`config.mk`:
```
export PLATFORM = sky130hd
export DESIGN_NAME = cmd_response_encoder_flat
export DESIGN_NICKNAME = d
export VERILOG_FILES = /design/src/rtl/cmd_response_encoder_pkg.sv /design/src/rtl/cmd_response_encoder_if.sv /design/src/rtl/cmd_response_encoder_nibble_to_ascii.sv /design/src/rtl/cmd_response_encoder.sv /design/src/flat_wrapper.sv
export SDC_FILE = /design/constraint.sdc
export NUM_CORES = 1
export LEC_CHECK = 0
export CAP_MARGIN = 30
export CORE_ASPECT_RATIO = 1.2
export CORE_MARGIN = 2
export CORE_UTILIZATION = 42
export CTS_BUF_LIST = sky130_fd_sc_hd__clkbuf_8 sky130_fd_sc_hd__clkbuf_16
export CTS_CLUSTER_DIAMETER = 150
export DETAILED_ROUTE_END_ITERATION = 12
export GPL_ROUTABILITY_DRIVEN = 0
export HOLD_SLACK_MARGIN = 0.03
export PLACE_DENSITY_LB_ADDON = 0.25
export SLEW_MARGIN = 10
export SYNTH_ARGS = -nofsm -noshare
export SYNTH_HDL_FRONTEND = slang
export SYNTH_HIERARCHICAL = 1
export SYNTH_SLANG_ARGS = --single-unit
```
`constraint.sdc`:
```
create_clock -name clock -period 6 [get_ports clock]
set_clock_uncertainty 0.2 [all_clocks]
set_input_delay 1.5 -clock clock [delete_from_list [all_inputs] [get_ports clock]]
set_output_delay 1.5 -clock clock [all_outputs]
set_load 0.05 [all_outputs]
```
`src/rtl/cmd_response_encoder_pkg.sv`:
```
// rtl/cmd_response_encoder_pkg.sv - shared command codes, tag table and encoder state encoding
package cmd_response_encoder_pkg;

  localparam int MAX_BYTES_DEFAULT = 5;
  localparam int TAG_LEN           = 10;

  typedef enum logic [2:0] {
    CMD_PB_I_WRITE = 3'd0,
    CMD_PB_I_READ  = 3'd1,
    CMD_PB_ADC4_16 = 3'd2,
    CMD_PB_ADC4_08 = 3'd3,
    CMD_TEST       = 3'd4,
    CMD_FAIL       = 3'd5,
    CMD_UNKNOWN_6  = 3'd6,
    CMD_UNKNOWN_7  = 3'd7
  } cmd_code_e;

  localparam logic [2:0] S_IDLE   = 3'd0;
  localparam logic [2:0] S_TAG    = 3'd1;
  localparam logic [2:0] S_COMMA  = 3'd2;
  localparam logic [2:0] S_HEX_HI = 3'd3;
  localparam logic [2:0] S_HEX_LO = 3'd4;
  localparam logic [2:0] S_CR     = 3'd5;
  localparam logic [2:0] S_LF     = 3'd6;
  localparam logic [2:0] S_DONE   = 3'd7;

  function automatic logic [8*TAG_LEN-1:0] tag_string(input logic [2:0] code);
    case (cmd_code_e'(code))
      CMD_PB_I_WRITE: tag_string = "pb_i_write";
      CMD_PB_I_READ:  tag_string = "pb_i__read";
      CMD_PB_ADC4_16: tag_string = "pb_adc4_16";
      CMD_PB_ADC4_08: tag_string = "pb_adc4_08";
      CMD_TEST:       tag_string = "test______";
      CMD_FAIL:       tag_string = "fail______";
      default:        tag_string = "unknown___";
    endcase
  endfunction

  // Character 0 of the tag sits in the most significant byte of the string literal.
  function automatic logic [7:0] tag_char(input logic [2:0] code, input logic [3:0] idx);
    logic [8*TAG_LEN-1:0] s;
    s = tag_string(code) << {idx, 3'b000};
    tag_char = s[8*TAG_LEN-1 -: 8];
  endfunction

endpackage

```
`src/rtl/cmd_response_encoder_if.sv`:
```
// rtl/cmd_response_encoder_if.sv - request and TX FIFO signals of the response encoder
interface cmd_response_encoder_if
  import cmd_response_encoder_pkg::*;
#(
  parameter int MAX_BYTES = MAX_BYTES_DEFAULT
) ();

  logic                   start;
  logic [2:0]             cmd_code;
  logic [2:0]             byte_count;
  logic [8*MAX_BYTES-1:0] payload;
  logic                   tx_fifo_full;
  logic [7:0]             tx_fifo_data_in;
  logic                   tx_fifo_write_en;
  logic                   busy;
  logic                   done;

  modport master (
    output start, cmd_code, byte_count, payload, tx_fifo_full,
    input  tx_fifo_data_in, tx_fifo_write_en, busy, done
  );

  modport slave (
    input  start, cmd_code, byte_count, payload, tx_fifo_full,
    output tx_fifo_data_in, tx_fifo_write_en, busy, done
  );

endinterface

```
`src/rtl/cmd_response_encoder_nibble_to_ascii.sv`:
```
// rtl/cmd_response_encoder_nibble_to_ascii.sv - 4-bit value to uppercase ASCII hex digit
module nibble_to_ascii (
  input  logic [3:0] nibble,
  output logic [7:0] ascii
);

  always_comb begin
    if (nibble < 4'd10) ascii = 8'h30 + {4'h0, nibble};
    else                ascii = 8'h37 + {4'h0, nibble};
  end

endmodule

```
`src/rtl/cmd_response_encoder.sv`:
```
// rtl/cmd_response_encoder.sv - emits "<tag>,<hex payload>\r\n" sentences into a UART TX FIFO
module cmd_response_encoder
  import cmd_response_encoder_pkg::*;
#(
  parameter int MAX_BYTES = MAX_BYTES_DEFAULT
) (
  input  logic                   clock,
  input  logic                   reset_n,
  cmd_response_encoder_if.slave  bus
);

  localparam logic [2:0] MAX_N = 3'(MAX_BYTES);

  logic [2:0]             state;
  logic [3:0]             tag_idx;
  logic [2:0]             byte_idx;
  logic [2:0]             nbytes;
  logic [2:0]             cmd_r;
  logic [8*MAX_BYTES-1:0] payload_r;
  logic [7:0]             data_q;
  logic [2:0]             clamped;
  logic [7:0]             cur_byte;
  logic [3:0]             nibble;
  logic [7:0]             hex_char;
  logic [7:0]             char_now;
  logic                   emitting;
  logic                   write_en;

  always_comb begin
    clamped = (bus.byte_count > MAX_N) ? MAX_N : bus.byte_count;
    cur_byte = 8'h00;
    for (int i = 0; i < MAX_BYTES; i++) begin
      if (byte_idx == 3'(i)) cur_byte = payload_r[8*(MAX_BYTES-1-i) +: 8];
    end
    nibble = (state == S_HEX_HI) ? cur_byte[7:4] : cur_byte[3:0];
  end

  nibble_to_ascii u_hex (
    .nibble (nibble),
    .ascii  (hex_char)
  );

  always_comb begin
    case (state)
      S_TAG:              char_now = tag_char(cmd_r, tag_idx);
      S_COMMA:            char_now = 8'h2C;
      S_HEX_HI, S_HEX_LO: char_now = hex_char;
      S_CR:               char_now = 8'h0D;
      S_LF:               char_now = 8'h0A;
      default:            char_now = data_q;
    endcase
  end

  // Gating with reset_n keeps a reset edge from also committing a character.
  assign emitting             = (state != S_IDLE) && (state != S_DONE);
  assign write_en             = reset_n && emitting && !bus.tx_fifo_full;
  assign bus.tx_fifo_write_en = write_en;
  assign bus.tx_fifo_data_in  = write_en ? char_now : data_q;
  assign bus.busy             = emitting;
  assign bus.done             = (state == S_DONE);

  always_ff @(posedge clock) begin
    if (!reset_n) begin
      state     <= S_IDLE;
      tag_idx   <= 4'd0;
      byte_idx  <= 3'd0;
      nbytes    <= 3'd0;
      cmd_r     <= 3'd0;
      payload_r <= '0;
      data_q    <= 8'h00;
    end else begin
      if (write_en) data_q <= char_now;
      case (state)
        S_IDLE: begin
          if (bus.start) begin
            state     <= S_TAG;
            tag_idx   <= 4'd0;
            byte_idx  <= 3'd0;
            nbytes    <= clamped;
            cmd_r     <= bus.cmd_code;
            payload_r <= bus.payload;
          end
        end
        S_TAG: begin
          if (write_en) begin
            if (tag_idx == 4'(TAG_LEN - 1)) begin
              state   <= S_COMMA;
              tag_idx <= 4'd0;
            end else begin
              tag_idx <= tag_idx + 4'd1;
            end
          end
        end
        S_COMMA: begin
          if (write_en) begin
            state    <= (nbytes != 3'd0) ? S_HEX_HI : S_CR;
            byte_idx <= 3'd0;
          end
        end
        S_HEX_HI: begin
          if (write_en) state <= S_HEX_LO;
        end
        S_HEX_LO: begin
          if (write_en) begin
            if (byte_idx == nbytes - 3'd1) begin
              state    <= S_CR;
              byte_idx <= 3'd0;
            end else begin
              state    <= S_HEX_HI;
              byte_idx <= byte_idx + 3'd1;
            end
          end
        end
        S_CR: begin
          if (write_en) state <= S_LF;
        end
        S_LF: begin
          if (write_en) state <= S_DONE;
        end
        default: state <= S_IDLE;
      endcase
    end
  end

endmodule
```
`src/flat_wrapper.sv`:
```
// flat-port wrapper written by rule: the top's interface ports become plain ports
module cmd_response_encoder_flat import cmd_response_encoder_pkg::*;
#(
  parameter int MAX_BYTES = MAX_BYTES_DEFAULT
)
  (clock, reset_n, bus_start, bus_cmd_code, bus_byte_count, bus_payload, bus_tx_fifo_full, bus_tx_fifo_data_in, bus_tx_fifo_write_en, bus_busy, bus_done);
  cmd_response_encoder_if #(.MAX_BYTES(MAX_BYTES)) bus_i ();
  input  logic clock;
  input  logic reset_n;
  input wire logic [$bits(bus_i.start)-1:0] bus_start;
  input wire logic [$bits(bus_i.cmd_code)-1:0] bus_cmd_code;
  input wire logic [$bits(bus_i.byte_count)-1:0] bus_byte_count;
  input wire logic [$bits(bus_i.payload)-1:0] bus_payload;
  input wire logic [$bits(bus_i.tx_fifo_full)-1:0] bus_tx_fifo_full;
  output wire logic [$bits(bus_i.tx_fifo_data_in)-1:0] bus_tx_fifo_data_in;
  output wire logic [$bits(bus_i.tx_fifo_write_en)-1:0] bus_tx_fifo_write_en;
  output wire logic [$bits(bus_i.busy)-1:0] bus_busy;
  output wire logic [$bits(bus_i.done)-1:0] bus_done;
  assign bus_i.start = bus_start;
  assign bus_i.cmd_code = bus_cmd_code;
  assign bus_i.byte_count = bus_byte_count;
  assign bus_i.payload = bus_payload;
  assign bus_i.tx_fifo_full = bus_tx_fifo_full;
  assign bus_tx_fifo_data_in = bus_i.tx_fifo_data_in;
  assign bus_tx_fifo_write_en = bus_i.tx_fifo_write_en;
  assign bus_busy = bus_i.busy;
  assign bus_done = bus_i.done;
  cmd_response_encoder #(.MAX_BYTES(MAX_BYTES)) u_core (.clock(clock), .reset_n(reset_n), .bus(bus_i));
endmodule
```
* After elaboration in Yosys (flattened, before gate mapping)
Index checks and enable logic that the tools add are counted. Widths: inputs -> output; s select.
Word-level totals: flip-flop bits (word level) 64, latch bits 0, RAM bits 0, memory bits (read-only) 0, logic and storage cells 90, memories 0
Cells by class: add/sub/neg operators 5, $mul 0, div/mod/pow operators 0, $lt $le $gt $ge 2, equality and inequality tests 27, shift-type cells 1, multiplexer cells 32, bitwise operators 0, reductions and logical operators 16
Operators by type and width (count):
- $pmux 77 s6 | 1
- $mux 80 | 1
- $shl 80x7->80 | 1
- $mux 8 | 6
- $mux 3 | 15
- $pmux 8 s5 | 1
- $eq 3x3->1 const B | 7
- $pmux 3 s7 | 1
- $eq 3x2->1 const B | 6
- $mux 4 | 4
- $add 6x4->7 const A | 2
- $ne 2x1->1 const B | 7
- $eq 3x1->1 const B | 3
- $logic_not 3->1 | 3
- $pmux 3 s3 | 1
- $reduce_bool 3->1 | 3
- $pmux 4 s2 | 1
- $reduce_and 8->1 | 1
- $mux 7 | 1
- $add 4x1->4 const B | 1
- $eq 4x4->1 const B | 1
- $lt 4x4->1 const B | 1
- $reduce_and 4->1 | 1
- $add 3x1->3 const B | 1
- 11 further kinds | 13

* Longest topological paths before layout
Gate-level depths: netlist (run 1).
depth in word-level cells 11, gate-level depth with buffers 17

* By module
The synthesis (run 1) kept the hierarchy.
Modules (own cells, without submodules):
- cmd_response_encoder | times used 1, cells an instance 496, area each 3754.9 um^2
- nibble_to_ascii | times used 1, cells an instance 16, area each 105.1 um^2

* Worst setup path after synthesis (run 1)
Ideal clock, no wire load.
kind flip-flop to output port, from register u_core.byte_idx[0], to output bus_tx_fifo_data_in[2], data arrival time 3.298 ns, setup slack 1.002 ns, cell stages (with the launch flop) 16, path buffers 1, path through dfxtp_1 > ha_1 > clkbuf_1 > o21ai_0 > mux4_2 > nand2_1 > o221ai_1 > inv_1 > ha_1 > nand2_2 > mux2_1 > nand2b_1 > a22o_1 > nand2_1 > o22ai_1 > nor2_1
On the way: word-level cells in the longest chain between the ends 11, elaborated cells on any way between the ends 17, classes of those cells 2 x add/sub; 1 x order compare; 4 x eq/ne; 9 x mux; 1 x reduce/logical
Ends and longest elaborated chain:
- start, declared | RTL line cmd_response_encoder.sv:16 | logic [2:0] byte_idx;
- start signal, assigned | RTL line cmd_response_encoder.sv:110 | byte_idx <= byte_idx + 3'd1;
- $logic_not 3->1 | RTL line cmd_response_encoder.sv:33 | if (byte_idx == 3'(i)) cur_byte = payload_r[8*(MAX_BYTES-1-i) +: 8];
- $mux 8 (4 in a row) | RTL line cmd_response_encoder.sv:33
- $mux 8 (*) | RTL line cmd_response_encoder.sv:33
- $mux 4 (*) | RTL line cmd_response_encoder.sv:35 | nibble = (state == S_HEX_HI) ? cur_byte[7:4] : cur_byte[3:0];
- named net u_core.nibble[1] | RTL line cmd_response_encoder.sv:23 | logic [3:0] nibble;
- $add 6x4->7 (tied with other cells) | RTL line cmd_response_encoder_nibble_to_ascii.sv:9 | else ascii = 8'h37 + {4'h0, nibble};
- $mux 7 (*) | RTL line cmd_response_encoder_nibble_to_ascii.sv:8 | if (nibble < 4'd10) ascii = 8'h30 + {4'h0, nibble};
- named net u_core.hex_char[2] | RTL line cmd_response_encoder.sv:24 | logic [7:0] hex_char;
- $pmux 8 s5 (*) | RTL line cmd_response_encoder.sv:44 | case (state)
- $mux 8 (*) | RTL line cmd_response_encoder.sv:58 | assign bus.tx_fifo_data_in = write_en ? char_now : data_q;
- end, declared | RTL line flat_wrapper.sv:15 | output wire logic [$bits(bus_i.tx_fifo_data_in)-1:0] bus_tx_fifo_data_in;
Mark *: on every way through the listed nets, which the timed path passes. The rest lies on a longest branch.

* Worst setup path in the final report (run 1)
Ends and elaborated chain as after synthesis.

==> summary.txt, run 1 <==
Global routing
  • Global-route wire length before repair: 15800 microns
  • Vias in the first global route: 3391
  • Remaining global-route overflow: 0
  • Largest net degree at the start of global routing: 48
  • Initial antenna violation count: 0
  • GRT Overall Usage: 0.197

Clock network
  • Clock tree buffer depth: 2
  • CTS tree: yes
  • Setup repair bufs after CTS: 0
  • Clock tree sinks: 64
  • Clk pin slew, worst setup/hold paths: 70 ps
  • Clock latency on the worst-skew pair: 340 ps
  • CTS Buf Count: 9
  • Clock root buffer: clkbuf_8
  • CTS H-tree lvls: 3

Floorplanning
  • Die Wd: 91.5 microns
  • DIE AREA: 0.00998 sq mm
  • Row Count: 38
  • Initial Util: 0.430
  • Core area: 0.00899 sq mm
  • Die height: 109 microns
  • Num ports: 61

Synthesis
  • Most frequent cell after synthesis: nand2_1
  • Post-synth EDFFs: 0
  • Post-synth top area share: 0.332
  • Syn Area/Cell: 7.54 sq um
  • Yosys reg bits: 64
  • Synth top area cells: dfxtp_1 (33%), nand2_1 (12%), a21oi_1 (8.4%), ha_1 (3.9%), o21ai_0 (3.1%)
  • Top FF cell, synth: dfxtp_1
  • Dominant cell type by area after synthesis: dfxtp_1
  • Async SR Flop Fraction: 0
  • Synthesized Nets: 574
  • Cell count after synthesis: 512
  • Synth cell types: 67
  • Most frequent cells after synthesis: nand2_1 (120), a21oi_1 (65), dfxtp_1 (64)
  • Yosys warns: 6
  • Seq/Total Area, Yosys: 0.332
  • Mapped Area: 0.00386 sq mm

Worst hold path
  • WHS Path Cells: 2
  • HP Class: flop to flop

Detailed routing
  • Routed WL per cell: 14.2 microns
  • Final ANT Viol Nets: 0
  • Avg Vias per Cell: 5.38
  • Final wirelength: 9640 microns
  • Iteration-0 DRC Markers: 197
  • Vias: 3645
  • DRC: 0
  • Detailed Routing Iterations Pass 1: 5

Setup path
  • CP top delay family: compound AO/OA/AOI/OAI gates
  • Cells on worst reg2reg path: 16
  • Setup CP Type: flop to output pin
  • CP Cell Sequence: inv_1 -> ha_1 -> nand2_1 -> o21ai_0 -> mux4_2 -> nand2_1 -> o221ai_1 -> inv_1 -> ha_1 -> nand2_2 -> mux2_1 -> a21oi_1 -> a22o_1 -> nand2_1 -> a311oi_1 -> nor2_1 -> buf_4
  • Critical path depth in cells: 17
  • Crit path required time: 4300 ps
  • CP dominant cell by count: nand2_1
  • Worst path slowest cell: mux4_2
  • Worst-path fanout max: 9
  • Worst Path Arrival: 3850 ps
  • Worst setup EP type: output pin
  • CP bufs+invs: 3
  • Worst path max stage delay: 450 ps
  • Critical path startpoint category: flop

STA
  • Period utilisation layout: 0.925
  • Fin crit period: 5550 ps
  • Worst rel slew slack: 0.456
  • Final setup viols: 0
  • RSZ-0062 raised after global routing: no
  • Final Hold Fails: 0
  • Worst slew pin tran: 815 ps
  • Fin. max-slew vios: 0
  • Hold_ws: 252 ps
  • FMAX: 180 MHz
  • Final TNS setup: 0 ps

Cells and area
  • Nets@finish: 615
  • FF/Latch Area: 0.00128 sq mm
  • Multi-input gate area: 0.00231 sq mm
  • Finished Core Util: 0.521
  • Diodes inserted: 0
  • Layout fillers: 879
  • Share of cells above drive strength 1: 0.0860
  • Area Growth Syn to Fin: 21.3%
  • Non-filler cells, final: 678

Placed design
  • Dpl hpwl: 6910 microns
  • Placed cell count: 662
  • Port Buffer Count: 60

Power and ir drop
  • Pleak: 0.00182 uW
  • PnR Total Power: 1050 uW
  • Pwr/cell area: 225 mW/mm^2
  • Max rail drop VDD: 0.143 mV

Run status
  • Status: completed

Job
  • Max-Cap Viols: 0
what timing repair did:
item	4_1_cts	5_1_grt
endpoints found under the setup margin	0	1
hold buffers	0	0
resized for setup	0	2
metrics by stage:
step,worst slack (ps),area (sq um)
final,451,4680
after global routing,65.7,4680
after CTS,270,4680
after detailed placement,506,4480
after global placement,560,4480
after floorplan,1000,3860
worst reg2reg max path: stages (launching register included):
cell	delay [ps]
dfxtp_1	430
inv_1	100
ha_1	320
nand2_1	110
o21ai_0	70
mux4_2	450
nand2_1	80
o221ai_1	220
inv_1	120
ha_1	180
nand2_2	60
mux2_1	330
a21oi_1	160
a22o_1	140
nand2_1	90
a311oi_1	370
nor3_1	90
power breakdown:
group	total [uW]	switching (uW)	internal, uW
clock	371	160	210
sequential	478	27.5	450
combinational	203	110	93.3
logic make-up after synthesis:
| group | synth area share |
|---|---|
| compound gates | 0.239 |
| xor+xnor | 0.0227 |
| fa+ha+maj | 0.0415 |
| buf+inv | 0.0707 |
| flops | 0.332 |
| mux | 0.0551 |
| other cells | 0.000972 |
| simple gates | 0.239 |
layout by cell type, fill, tap and decap left out, drive strengths merged, types with 3 or more instances in the layout:
master	instances
clkinv	3
nor2b	7
nor2	28
xnor2	7
o221ai	5
dfxtp	64
nand3b	4
nor3	4
nor3b	3
ha	12
a211oi	11
clkbuf	11
a31oi	5
o31ai	4
nand2b	6
o211ai	3
xor2	3
o21ai	25
mux2i	10
a22o	3
a2bb2oi	3
mux4	4
nand2	121
nand3	9
o22ai	3
buf	16
clkdlybuf4s50	53
inv	22
and2	5
a21oi	66
layout make-up:
type                            instances  area share
Multi-Input combinational cell        387       0.493
Sequential cell                        64       0.274
Timing Repair Buffer                   70       0.142
Clock buffer                           11      0.0323
Tap cell                              120      0.0321
Inverter                               21      0.0168
Clock inverter                          5      0.0102
worst paths after layout:
kind                                           from                      to  slack, ps
worst min register to register  u_core/payload_r[6]     u_core/payload_r[6]        250
worst max register to register   u_core/byte_idx[0]        u_core/data_q[2]       2370
worst max-delay path             u_core/byte_idx[0]  bus_tx_fifo_data_in[2]        450
worst min-delay path            u_core/payload_r[6]     u_core/payload_r[6]        250
per-layer routing:
metal,vias to the layer above,share of wire,track usage,wire [microns]
li1,1851,-,-,-
met1,1671,0.44,0.245,4250
met2,106,0.49,0.329,4710
met3,17,0.047,0.0449,457
met4,0,0.023,0.0855,217
met5,-,0,0,0
state kept, by name, indices dropped and copies added, names as in the netlist:
signal            cells
u_core/cmd_r          3
u_core/tag_idx        4
u_core/data_q         8
u_core/nbytes         3
u_core/payload_r     40
u_core/byte_idx       3
u_core/state          3
Power figures use the tool's default switching activity.
==> run 2, diff against run 1 <==
- SKIP_LAST_GASP: unset -> 1
- clock period: 6 -> 6.4 ns (I/O delays scaled with it)
==> run 2 against run 1 <==
Against the previous run: critical path depth shrank 4; clock power shrank 3%; global-route usage is 0.64 points lower; design area fell by 0.11%; die area stayed put; final cell count down 0.29%; total power decreased by 5.3%; first-iteration DRC count fell by 13%; sequential cell count unchanged; register-to-register slack improved by 380 ps; worst setup slack hardly changed; largest cell class unchanged; highest routed layer unchanged.
==> summary.txt, run 2 (synthesis results as in run 1) <==
Setup path
  • CP bufs+invs: 2 (-1)
  • Worst Path Arrival: 4150 ps (+300 ps)
  • Crit path required time: 4600 ps (+300 ps)
  • CP dominant cell by count: nand2_1
  • CP Cell Sequence: inv_1 -> ha_1 -> nand2_1 -> o21ai_0 -> mux4_2 -> nand2_1 -> o221ai_1 -> nor3b_1 -> nor2b_1 -> a2bb2oi_1 -> mux2i_1 -> a31oi_1 -> clkdlybuf4s50_1
  • Worst setup EP type: output pin
  • Critical path startpoint category: flop
  • Worst-path fanout max: 16 (+7)
  • Setup CP Type: flop to output pin
  • Worst path max stage delay: 840 ps (+390 ps)
  • CP top delay family: buffers and inverters
  • Worst path slowest cell: clkdlybuf4s50_1

Clock network
  • CTS H-tree lvls: 3 (unchanged)
  • Clock root buffer: clkbuf_8
  • Hold buffers post-CTS: 0 (unchanged)
  • Clk pin slew, worst setup/hold paths: 80 ps (about the same)
  • Setup repair bufs after CTS: 0 (unchanged)
  • CTS Buf Count: 9 (unchanged)
  • CTS tree: yes
  • Post-CTS resize count: 0 (unchanged)
  • Clock latency on the worst-skew pair: 350 ps (about the same)
  • Clock tree buffer depth: 2 (unchanged)
  • Clock tree sinks: 64 (unchanged)

STA
  • Final TNS setup: 0 ps (unchanged)
  • Fin. max-slew vios: 0 (unchanged)
  • Worst rel slew slack: 0.455 (about the same)
  • Fin crit period: 5950 ps
  • Period utilisation layout: 0.929
  • Final Hold Fails: 0 (unchanged)
  • Final setup viols: 0 (unchanged)
  • RSZ-0062 raised after global routing: no
  • Worst slew pin tran: 816 ps (+0.553 ps)
  • FMAX: 168 MHz

Cells and area
  • Design Area, Final: 0.00468 sq mm (-0.11%)
  • Area Growth Syn to Fin: 21.1%
  • Number of flip-flops in the largest register: 40 (unchanged)
  • Layout fillers: 878 (-0.11%)
  • Most flops, register: u_core/payload_r
  • Commonest non-fill, non-tap cell in the layout: nand2_1
  • Top flop regs: u_core/payload_r (40), u_core/data_q (8), u_core/tag_idx (4)
  • Nets@finish: 613 (-0.33%)
  • Commonest non-fill, non-tap cells in the layout: nand2_1 (120), a21oi_1 (65), dfxtp_1 (64)
  • Diodes inserted: 0 (unchanged)
  • Share of cells above drive strength 1: 0.0755 (-0.0105)

Floorplanning
  • Initial Util: 0.430 (unchanged)
  • Die Wd: 91.5 microns (unchanged)
  • Core area: 0.00899 sq mm (unchanged)
  • Num ports: 61 (unchanged)
  • Row Count: 38 (unchanged)
  • DIE AREA: 0.00998 sq mm (unchanged)
  • Die height: 109 microns (unchanged)

Placed design
  • Dpl hpwl: 6500 microns (-5.9%)
  • Port Buffer Count: 60 (unchanged)
  • Dpl cell area: 0.00447 sq mm (about the same)

Power and ir drop
  • Max rail drop VDD: 0.120 mV (-16%)
  • Pwr/cell area: 213 mW/mm^2 (-5.2%)
  • Pleak: 0.00177 uW (-2.6%)

Global routing
  • Vias in the first global route: 3364 (-0.80%)
  • Global-route wire length before repair: 15600 microns (-1.4%)
  • Largest net degree at the start of global routing: 53 (+10%)
  • Initial antenna violation count: 0 (unchanged)
  • GRT Overall Usage: 0.191 (-0.00636)
  • Remaining global-route overflow: 0 (unchanged)

Detailed routing
  • Routed WL per cell: 13.8 microns (-3.0%)
  • Vias: 3639 (-0.16%)
  • Final wirelength: 9320 microns (-3.3%)
  • Final ANT Viol Nets: 0 (unchanged)
  • Detailed Routing Iterations Pass 1: 4 (-1)
  • Iteration-0 DRC Markers: 171 (-13%)
  • DRC: 0 (unchanged)
  • Avg Vias per Cell: 5.38 (+0.13%)

Job
  • Max-Cap Viols: 0 (unchanged)

Worst hold path
  • HP Class: flop to flop

Run status
  • Status: completed
run 2: layout make-up:
type | count | area, sq um | share of cell area
flip-flops and latches | 64 | 1280 | 0.274
inverters | 21 | 78.8 | 0.0169
clock inverters | 7 | 77.6 | 0.0166
multi-input cells | 387 | 2310 | 0.493
clock buffers | 9 | 124 | 0.0265
well taps | 120 | 150 | 0.0321
repair buffers | 68 | 658 | 0.141
run 2: where the power goes:
| part | total (uW) | switching [uW] | internal, uW |
|---|---|---|---|
| registers | 446 | 24.1 | 421 |
| clock network | 359 | 176 | 183 |
| logic | 190 | 103 | 87.3 |
run 2: metal layers:
layer / vias up / wire length (microns) / GRT usage
li1: 1851 / - / -
met1: 1671 / 4290 / 0.244
met2: 98 / 4470 / 0.325
met3: 19 / 395 / 0.0352
met4: 0 / 163 / 0.0639
met5: - / 0 / 0
run 2: through the flow:
stage          hold slack, ps  setup slack (ps)  cells  total power [uW]   util
6_report                  256               451    676               995  0.520
5_1_grt                   276              66.5    676              1050  0.520
4_1_cts                   259               451    676              1000  0.520
3_5_place_dp              248               673    660               644  0.498
3_3_place_gp              242               746    660               641  0.498
2_1_floorplan             232              1240    512               579      -
run 2: worst min-delay path: stages (launching register included):
cell     delay, ps
dfxtp_1        310
nand2_1         50
a21oi_1         50
run 2: path summary, 6_finish.rpt:
| check | endpoint | slack, ps | cells after the start | startpoint |
|---|---|---|---|---|
| hold reg to reg | u_core/payload_r[15] | 260 | 2 | u_core/payload_r[15] |
| hold / removal | u_core/payload_r[15] | 260 | 2 | u_core/payload_r[15] |
| setup / recovery | bus_tx_fifo_data_in[3] | 450 | 13 | u_core/byte_idx[1] |
| setup reg to reg | u_core/data_q[2] | 2750 | 16 | u_core/byte_idx[1] |
